==> src/rtl/fetch_unit.sv <==
// fetch_unit: instruction fetch stage for the 9-bit-PC simpleRISC core.
//
// Owns the architectural PC, fetches 16-bit instruction words over a req/ack
// handshake and holds the fetched word in an instruction register whose fields
// are presented to the PC-update and execute stages. The PC is reloaded from
// pc_next only when execute accepts the issued instruction.
//
// Optional feature: define FETCH_TIMEOUT_EN to bound the wait for imem_ack to
// TIMEOUT cycles; on expiry fetch_err is set (sticky) and the unit halts.
//
// Ports:
//   clk, rst_n            clock, asynchronous active-low reset
//   imem_req/imem_addr    fetch request and address (address == pc)
//   imem_ack/imem_rdata   memory response; only looked at while requesting
//   pc                    address of the held / in-flight instruction
//   ir_valid              instruction register holds an instruction to issue
//   op/opcode/cond/im8    decoded IR fields (im8 sign-extended to 9 bits)
//   ex_ready              execute accepts the issued instruction
//   pc_next               next PC from the PC-update stage
//   halted                HALT retired (or fetch timed out); fetch stopped
//   fetch_err             fetch timeout seen (always 0 without the feature)

module fetch_unit #(
    parameter logic [8:0]  RESET_PC = 9'h000,
    parameter logic [1:0]  HALT_OP  = 2'b11,
    parameter int unsigned TIMEOUT  = 15
) (
    input  logic        clk,
    input  logic        rst_n,
    output logic        imem_req,
    output logic [8:0]  imem_addr,
    input  logic        imem_ack,
    input  logic [15:0] imem_rdata,
    output logic [8:0]  pc,
    output logic        ir_valid,
    output logic [1:0]  op,
    output logic [2:0]  opcode,
    output logic [2:0]  cond,
    output logic [8:0]  im8,
    input  logic        ex_ready,
    input  logic [8:0]  pc_next,
    output logic        halted,
    output logic        fetch_err
);

    typedef enum logic [1:0] {StIdle, StFetch, StIssue, StHalt} state_e;

    state_e      state_q, state_d;
    logic [15:0] ir_q, ir_d;
    logic [8:0]  pc_q, pc_d;
    logic        is_halt_instr;
    logic        timeout;

    assign is_halt_instr = (ir_q[15:14] == HALT_OP) && (ir_q[13:11] == 3'b111);

`ifdef FETCH_TIMEOUT_EN
    localparam int unsigned CntW = (TIMEOUT < 2) ? 1 : $clog2(TIMEOUT);
    localparam logic [CntW-1:0] CntLast = CntW'(TIMEOUT - 1);

    logic [CntW-1:0] cnt_q, cnt_d;
    logic            err_q, err_d;

    // Counter holds the number of ack-less FETCH cycles already elapsed, so the
    // TIMEOUT-th cycle is the one where it equals TIMEOUT-1. An ack on that
    // cycle still wins because timeout is qualified with !imem_ack.
    assign timeout = (state_q == StFetch) && !imem_ack && (cnt_q == CntLast);

    always_comb begin
        cnt_d = '0;
        if (state_q == StFetch && !imem_ack) begin
            cnt_d = cnt_q + 1'b1;
        end
        err_d = err_q | timeout;
    end

    always_ff @(posedge clk or negedge rst_n) begin
        if (!rst_n) begin
            cnt_q <= '0;
            err_q <= 1'b0;
        end else begin
            cnt_q <= cnt_d;
            err_q <= err_d;
        end
    end

    assign fetch_err = err_q;
`else
    logic unused_timeout;

    assign unused_timeout = (TIMEOUT == 0);
    assign timeout        = 1'b0;
    assign fetch_err      = 1'b0;
`endif

    // State and datapath registers.
    always_ff @(posedge clk or negedge rst_n) begin
        if (!rst_n) begin
            state_q <= StIdle;
            ir_q    <= 16'h0000;
            pc_q    <= RESET_PC;
        end else begin
            state_q <= state_d;
            ir_q    <= ir_d;
            pc_q    <= pc_d;
        end
    end

    // Next-state and datapath updates.
    always_comb begin
        state_d = state_q;
        ir_d    = ir_q;
        pc_d    = pc_q;
        unique case (state_q)
            StIdle: begin
                state_d = StFetch;
            end
            StFetch: begin
                if (imem_ack) begin
                    ir_d    = imem_rdata;
                    state_d = StIssue;
                end else if (timeout) begin
                    state_d = StHalt;
                end
            end
            StIssue: begin
                if (ex_ready) begin
                    if (is_halt_instr) begin
                        state_d = StHalt;
                    end else begin
                        pc_d    = pc_next;
                        state_d = StFetch;
                    end
                end
            end
            StHalt: begin
                state_d = StHalt;
            end
            default: begin
                state_d = StIdle;
            end
        endcase
    end

    // Outputs decoded from registered state only.
    always_comb begin
        imem_req = 1'b0;
        ir_valid = 1'b0;
        halted   = 1'b0;
        unique case (state_q)
            StFetch: imem_req = 1'b1;
            StIssue: ir_valid = 1'b1;
            StHalt:  halted   = 1'b1;
            default: ;
        endcase
    end

    assign imem_addr = pc_q;
    assign pc        = pc_q;
    assign op        = ir_q[15:14];
    assign opcode    = ir_q[13:11];
    assign cond      = ir_q[10:8];
    assign im8       = {ir_q[7], ir_q[7:0]};

endmodule

==> config.mk <==
export PLATFORM = sky130hd
export DESIGN_NAME = fetch_unit
export DESIGN_NICKNAME = d
export VERILOG_FILES = /design/src/rtl/fetch_unit.sv
export SDC_FILE = /design/constraint.sdc
export NUM_CORES = 1
export LEC_CHECK = 0
export ABC_AREA = 0
export CORE_ASPECT_RATIO = 1.1
export CORE_MARGIN = 2
export CORE_UTILIZATION = 40
export CTS_CLUSTER_DIAMETER = 150
export DETAILED_ROUTE_END_ITERATION = 12
export MAX_ROUTING_LAYER = met4
export PLACE_DENSITY = 0.9
export SYNTH_ARGS = -nofsm -noshare
export SYNTH_HDL_FRONTEND = slang
export SYNTH_SLANG_ARGS = --single-unit
==> constraint.sdc <==
create_clock -name clk -period 2.45 [get_ports clk]
set_clock_uncertainty 0.1 [all_clocks]
set_input_delay 0.3675 -clock clk [delete_from_list [all_inputs] [get_ports clk]]
set_output_delay 0.3675 -clock clk [all_outputs]
set_load 0.005 [all_outputs]
==> results.ini, run 1 <==
[power_and_ir_drop]
p_leak_uw = 0.000813
p_comb_share_pct = 52.4
p_per_area_mw_per_mm2 = 1180
irDropWorstVdd_uv = 718
p_clk_share_pct = 8.8
switching_share_pct = 28.0
seqPwrFrac_pct = 38.8
p_int_uw = 1560
switching_power_uw = 607

[place]
portBuffers = 66
routabilityCongestion = 0.739
dp_hpwl_mm = 2.14
dp.cells = 165

[routing]
first_pass_iters = 2
routed.top_layer = met4
wl_met1_um = 995
drc_errors = 0
routed_wl_mm = 2.70
viasPerCell = 4.85
drt_iter0_drc = 39
vias = 819
ant_nets = 0
wl_per_cell_um = 15.9
wl_met3_um = 131
met2_wirelength_mm = 1.55

[min_path]
hold_path_class = in2async

[worst_setup_path]
crit_fanout = 6
crit_buf_inv = 1
worstPathRequired_ns = 1.98
slowest_delay_ns = 0.52
crit_type = reg2out
endpoint_kind = primary output
cp_cell_sequence = and2b_2 -> clkdlybuf4s50_1
startpoint_type = flop
rr_startpoint = state_q[0]
path_delay_family = buffers and inverters
crit_start = state_q[0]
slowest_stage = clkdlybuf4s50_1
cp.arrival_ns = 1.54

[outcome]
outcome = finished clean

[layout]
final_net_count = 166
area_delta_synth_final_pct = 53.5
drive_above_1_share_pct = 26.5
fin_cells = 169
diodes = 0

[logic_synthesis]
synthCells = 77
seq_area_frac_synth_pct = 56.3
yosysMostFrequentCell = dfrtp_1
yosysTopAreaCell = dfrtp_1
syn_area_mm2 = 0.00120
synth_top_area_share_pct = 56.3
synth_edf_count = 0
syn_nets = 106
synth-main-ff-cell = dfrtp_1
ys_types = 18
async_flop_share_pct = 100
synth_commonest_cells = dfrtp_1 (27), mux2_2 (15), buf_4 (11)
ys_top_cells_by_area = dfrtp_1 (56%), mux2_2 (14%), mux2_4 (13%)
avgSynthCellArea_um2 = 15.6
synth_warnings = 0
ys_seq_elements = 27

[cts]
cts_made_buffers = 3
cts.sinks = 27
tritoncts = done
cts-root-buf = clkbuf_4
postCtsSetupBuffers = 0
cts_hold_buf = 0
cts_resized = 0
h-tree-depth = 1
clk_path_buf_depth = 2
clk_latency_ns = 0.32
clk_pin_slew_worst_paths_ns = 0.15

[grt]
grt_antenna_before_repair = 0
grt_first_pass_wirelength_mm = 4.35
grt_max_degree = 28
grt_pass1_vias = 894
grt_usage_pct = 17.4
grt-ovfl-total = 0

[timing]
fin_worst_hold_slack_ns = 0.282
setup_viol = 0
hold_violations = 0
setup_tns_ns = 0
period_share_pct = 81.8
rsz0062_at_grt = no
fmax_mhz = 499
fin_crit_ns = 2.00
final-max-slew-violation-count = 0

[die]
io_pins = 68
die_w_um = 56.3
coreArea_mm2 = 0.00280
rows = 20
fp.dieH_um = 61.5
die_area_mm2 = 0.00346
start_util_pct = 42.9

[job]
max-cap-violations = 0

-- logic make-up (layout without fill, tap and decap cells) --
| group | Yosys count | after routing | synth area share [%] |
|---|---|---|---|
| AO/OA/AOI/OAI | 4 | 4 | 3.54 |
| AND/OR/NAND/NOR | 7 | 7 | 5.21 |
| other | 1 | 1 | 0.312 |
| buffers and inverters | 13 | 72 | 8.12 |
| multiplexers | 25 | 25 | 26.6 |
| flip-flops | 27 | 27 | 56.3 |
-- area by class of cell --
class | count | area (um^2)
timing repair buffer | 67 | 668
clock buffer | 3 | 22.5
fill | 214 | 958
sequential | 27 | 676
clock inverter | 1 | 5.00
tap | 33 | 41.3
inverter | 1 | 3.75
multi-input combinational | 37 | 428
-- layout by cell type, fill, tap and decap left out --
master and instances:
clkinv_2 1, inv_1 1, and3_1 1, buf_4 1, a31oi_4 1, clkdlybuf4s50_1 66
nand2_4 1, a22oi_1 1, a21oi_1 1, conb_1 1, and2_2 1, nor2_1 1
nor2b_4 1, a311oi_1 1, mux2_2 15, dfrtp_1 27, nand3b_2 1, clkbuf_4 3
mux2_4 10, and2b_2 1
-- power by group through the flow --
| stage | logic (uW) | clock network [uW] | registers (uW) |
|---|---|---|---|
| floorplan | 521 | 0 | 841 |
| global placement | 1120 | 0 | 828 |
| detailed placement | 1150 | 0 | 854 |
| CTS | 1160 | 200 | 847 |
| global route | 1220 | 213 | 878 |
| finish | 1140 | 192 | 843 |
-- worst register-to-register path: stages (launching register included) --
cell and delay, ns:
dfrtp_1 0.45, nand3b_2 0.24, a31oi_4 0.31, mux2_2 0.39
-- worst paths after layout --
kind	end	slack (ns)	depth (start not counted)
setup / recovery	ir_valid	0.45	2
hold / removal	imem_addr[3]	0.28	2
setup reg to reg	imem_addr[0]	0.85	3
hold reg to reg	ir_q[3]	0.43	1
max in group asynchronous	imem_addr[4]	1.70	2
min in group clk	ir_q[3]	0.43	1
-- state kept, by name (all words and copies together) (netlist names) --
name       count
state_q        2
imem_addr      9
ir_q          16
-- through the flow --
step           cell area [um^2]  util, %  setup slack (ns)  total power, uW
6_report                   1840     65.8             0.445             2170
2_1_floorplan              1200        -             0.967             1360
3_5_place_dp               1820     64.8             0.534             2010
4_1_cts                    1840     65.8             0.425             2210
5_1_grt                    1840     65.8             0.381             2310
3_3_place_gp               1820     64.8             0.586             1940
-- per-layer routing --
metal  vias to the layer above  GRT usage [%]
met5                         -              -
met4                         0           6.12
met3                         2           2.94
met2                        40           32.8
met1                       404           18.7
li1                        373              -
Note: power is estimated with default switching activity, not from simulation.
==> run 2, diff against run 1 <==
Settings changed: CORE_UTILIZATION 40 to 38, PLACE_DENSITY 0.9 to 0.87.
Clock period 2.45 ns to 1.85 ns, I/O delays scaled along.
==> run 2 against run 1 <==
Non-clock buffer count rose by 4; sequential share of layout area fell by 0.57 points; worst setup slack got worse by 0.37 ns; routed wire length fell by 3.3%; design area rose by 1.8%; global-route usage fell by 1.8 points; die area rose by 4.9%; highest routed layer unchanged; flip-flop and latch count did not move; power rose by 33%; critical path depth did not move; clock power rose by 27%.
==> results.ini, run 2 (synthesis gave the netlist of run 1 again) <==
[outcome]
outcome = finished clean

[routing]
drc_errors = 0
drt_iter0_drc = 31
viasPerCell = 4.82
routed_wl_mm = 2.61
first_pass_iters = 4
ant_nets = 0
vias = 838
wl_per_cell_um = 15.0

[worst_setup_path]
crit_fanout = 5
cp.arrival_ns = 1.39
crit_type = reg2out
startpoint_type = flop
worstPathRequired_ns = 1.47
endpoint_kind = primary output

[power_and_ir_drop]
p_per_area_mw_per_mm2 = 1540
total_power_uw = 2900
irDropWorstVdd_uv = 893
p_leak_uw = 0.000852

[timing]
fin_crit_ns = 1.77
setup_tns_ns = 0
period_share_pct = 95.7
rsz0062_at_grt = no
fin_worst_hold_slack_ns = 0.217
final-max-slew-violation-count = 0
hold_violations = 0
setup_viol = 0
setup_slack_ns = 0.0800
fmax_mhz = 565

[grt]
grt_first_pass_wirelength_mm = 4.23
grt_pass1_vias = 841
grt_usage_pct = 15.5
grt-ovfl-total = 0
grt_antenna_before_repair = 0
grt_max_degree = 28

[die]
coreArea_mm2 = 0.00302
fp.dieH_um = 63.0
io_pins = 68
rows = 21
die_area_mm2 = 0.00363
die_w_um = 57.6
start_util_pct = 39.8

[layout]
area_delta_synth_final_pct = 56.3
largest_reg_flops = 16
utilization_pct = 62.1
final_net_count = 170
drive_above_1_share_pct = 28.6
diodes = 0
regMostFlops = ir_q
most-common-layout-cells = clkdlybuf4s50_1 (64), dfrtp_1 (26), mux2_2 (15)
final_common_cell = clkdlybuf4s50_1

[place]
portBuffers = 66
routabilityCongestion = 0.799
dp_hpwl_mm = 2.00
dp_slack_ns = 0.0290

[min_path]
hold_path_class = in2async

[cts]
cts-root-buf = clkbuf_4
clk_pin_slew_worst_paths_ns = 0.14
cts_made_buffers = 3
cts.sinks = 27
clk_path_buf_depth = 2
h-tree-depth = 1
tritoncts = done
clk_latency_ns = 0.31

[job]
max-cap-violations = 0

run 2: cell types whose count changed in the layout (fill, tap and decap cells not counted), sizes merged:
| cell | previous run | this run |
|---|---|---|
| clkbuf | 3 | 4 |
| buf | 1 | 5 |
| clkinv | 1 | 0 |
| dlygate4sd2 | 0 | 1 |
| dlymetal6s2s | 0 | 1 |
| clkdlybuf4s50 | 66 | 64 |
run 2: layout make-up:
type	count	area, um^2
Clock buffer	4	26.3
Fill cell	230	1140
Inverter	1	3.75
Multi-Input combinational cell	37	428
Sequential cell	27	677
Tap cell	34	42.5
Timing Repair Buffer	71	699
run 2: critical path, cell delays in order, from the launching register on:
cell             delay [ns]
dfrtp_2                0.47
and2_2                 0.18
clkdlybuf4s50_1        0.44
run 2: per-stage QoR:
stage / instance area, um^2 / instances
4_1_cts: 1870 / 174
3_5_place_dp: 1820 / 166
5_1_grt: 1880 / 174
6_report: 1880 / 174
3_3_place_gp: 1820 / 166
2_1_floorplan: 1200 / 77
run 2: final timing paths:
| check | endpoint | start | cells after the start | slack (ns) |
|---|---|---|---|---|
| max in group asynchronous | state_q[1] | rst_n | 2 | 1.15 |
| max reg2reg | imem_addr[7] | ir_q[11] | 3 | 0.25 |
| min | imem_addr[8] | rst_n | 2 | 0.22 |
| min in group clk | ir_q[6] | ir_q[6] | 1 | 0.42 |
| min reg2reg | ir_q[6] | ir_q[6] | 1 | 0.42 |
| max | halted | state_q[1] | 2 | 0.08 |
run 2: report_power, final:
part | internal (uW) | switching (uW)
combinational | 1140 | 401
sequential | 881 | 229
clock | 84.1 | 159
run 2: per-layer routing:
metal | share of wire, % | GRT usage [%] | vias to the layer above
met2 | 49 | 23.6 | 46
met4 | 1.5 | 5.23 | 0
li1 | - | - | 380
met5 | 0 | - | -
met1 | 41 | 19.7 | 408
met3 | 9.1 | 4.76 | 4
run 2: repair_timing:
action	CTS	global route
setup buffers	4	0
hold buffers	0	0
pin swaps	0	0
setup endpoints to repair	3	1
gates resized for setup	2	1
==> run 3, diff against run 2 <==
Settings changed: SLEW_MARGIN set to 15.
==> results of run 3 <==
The final DEF is identical to that of run 2; final timing and power are the same.
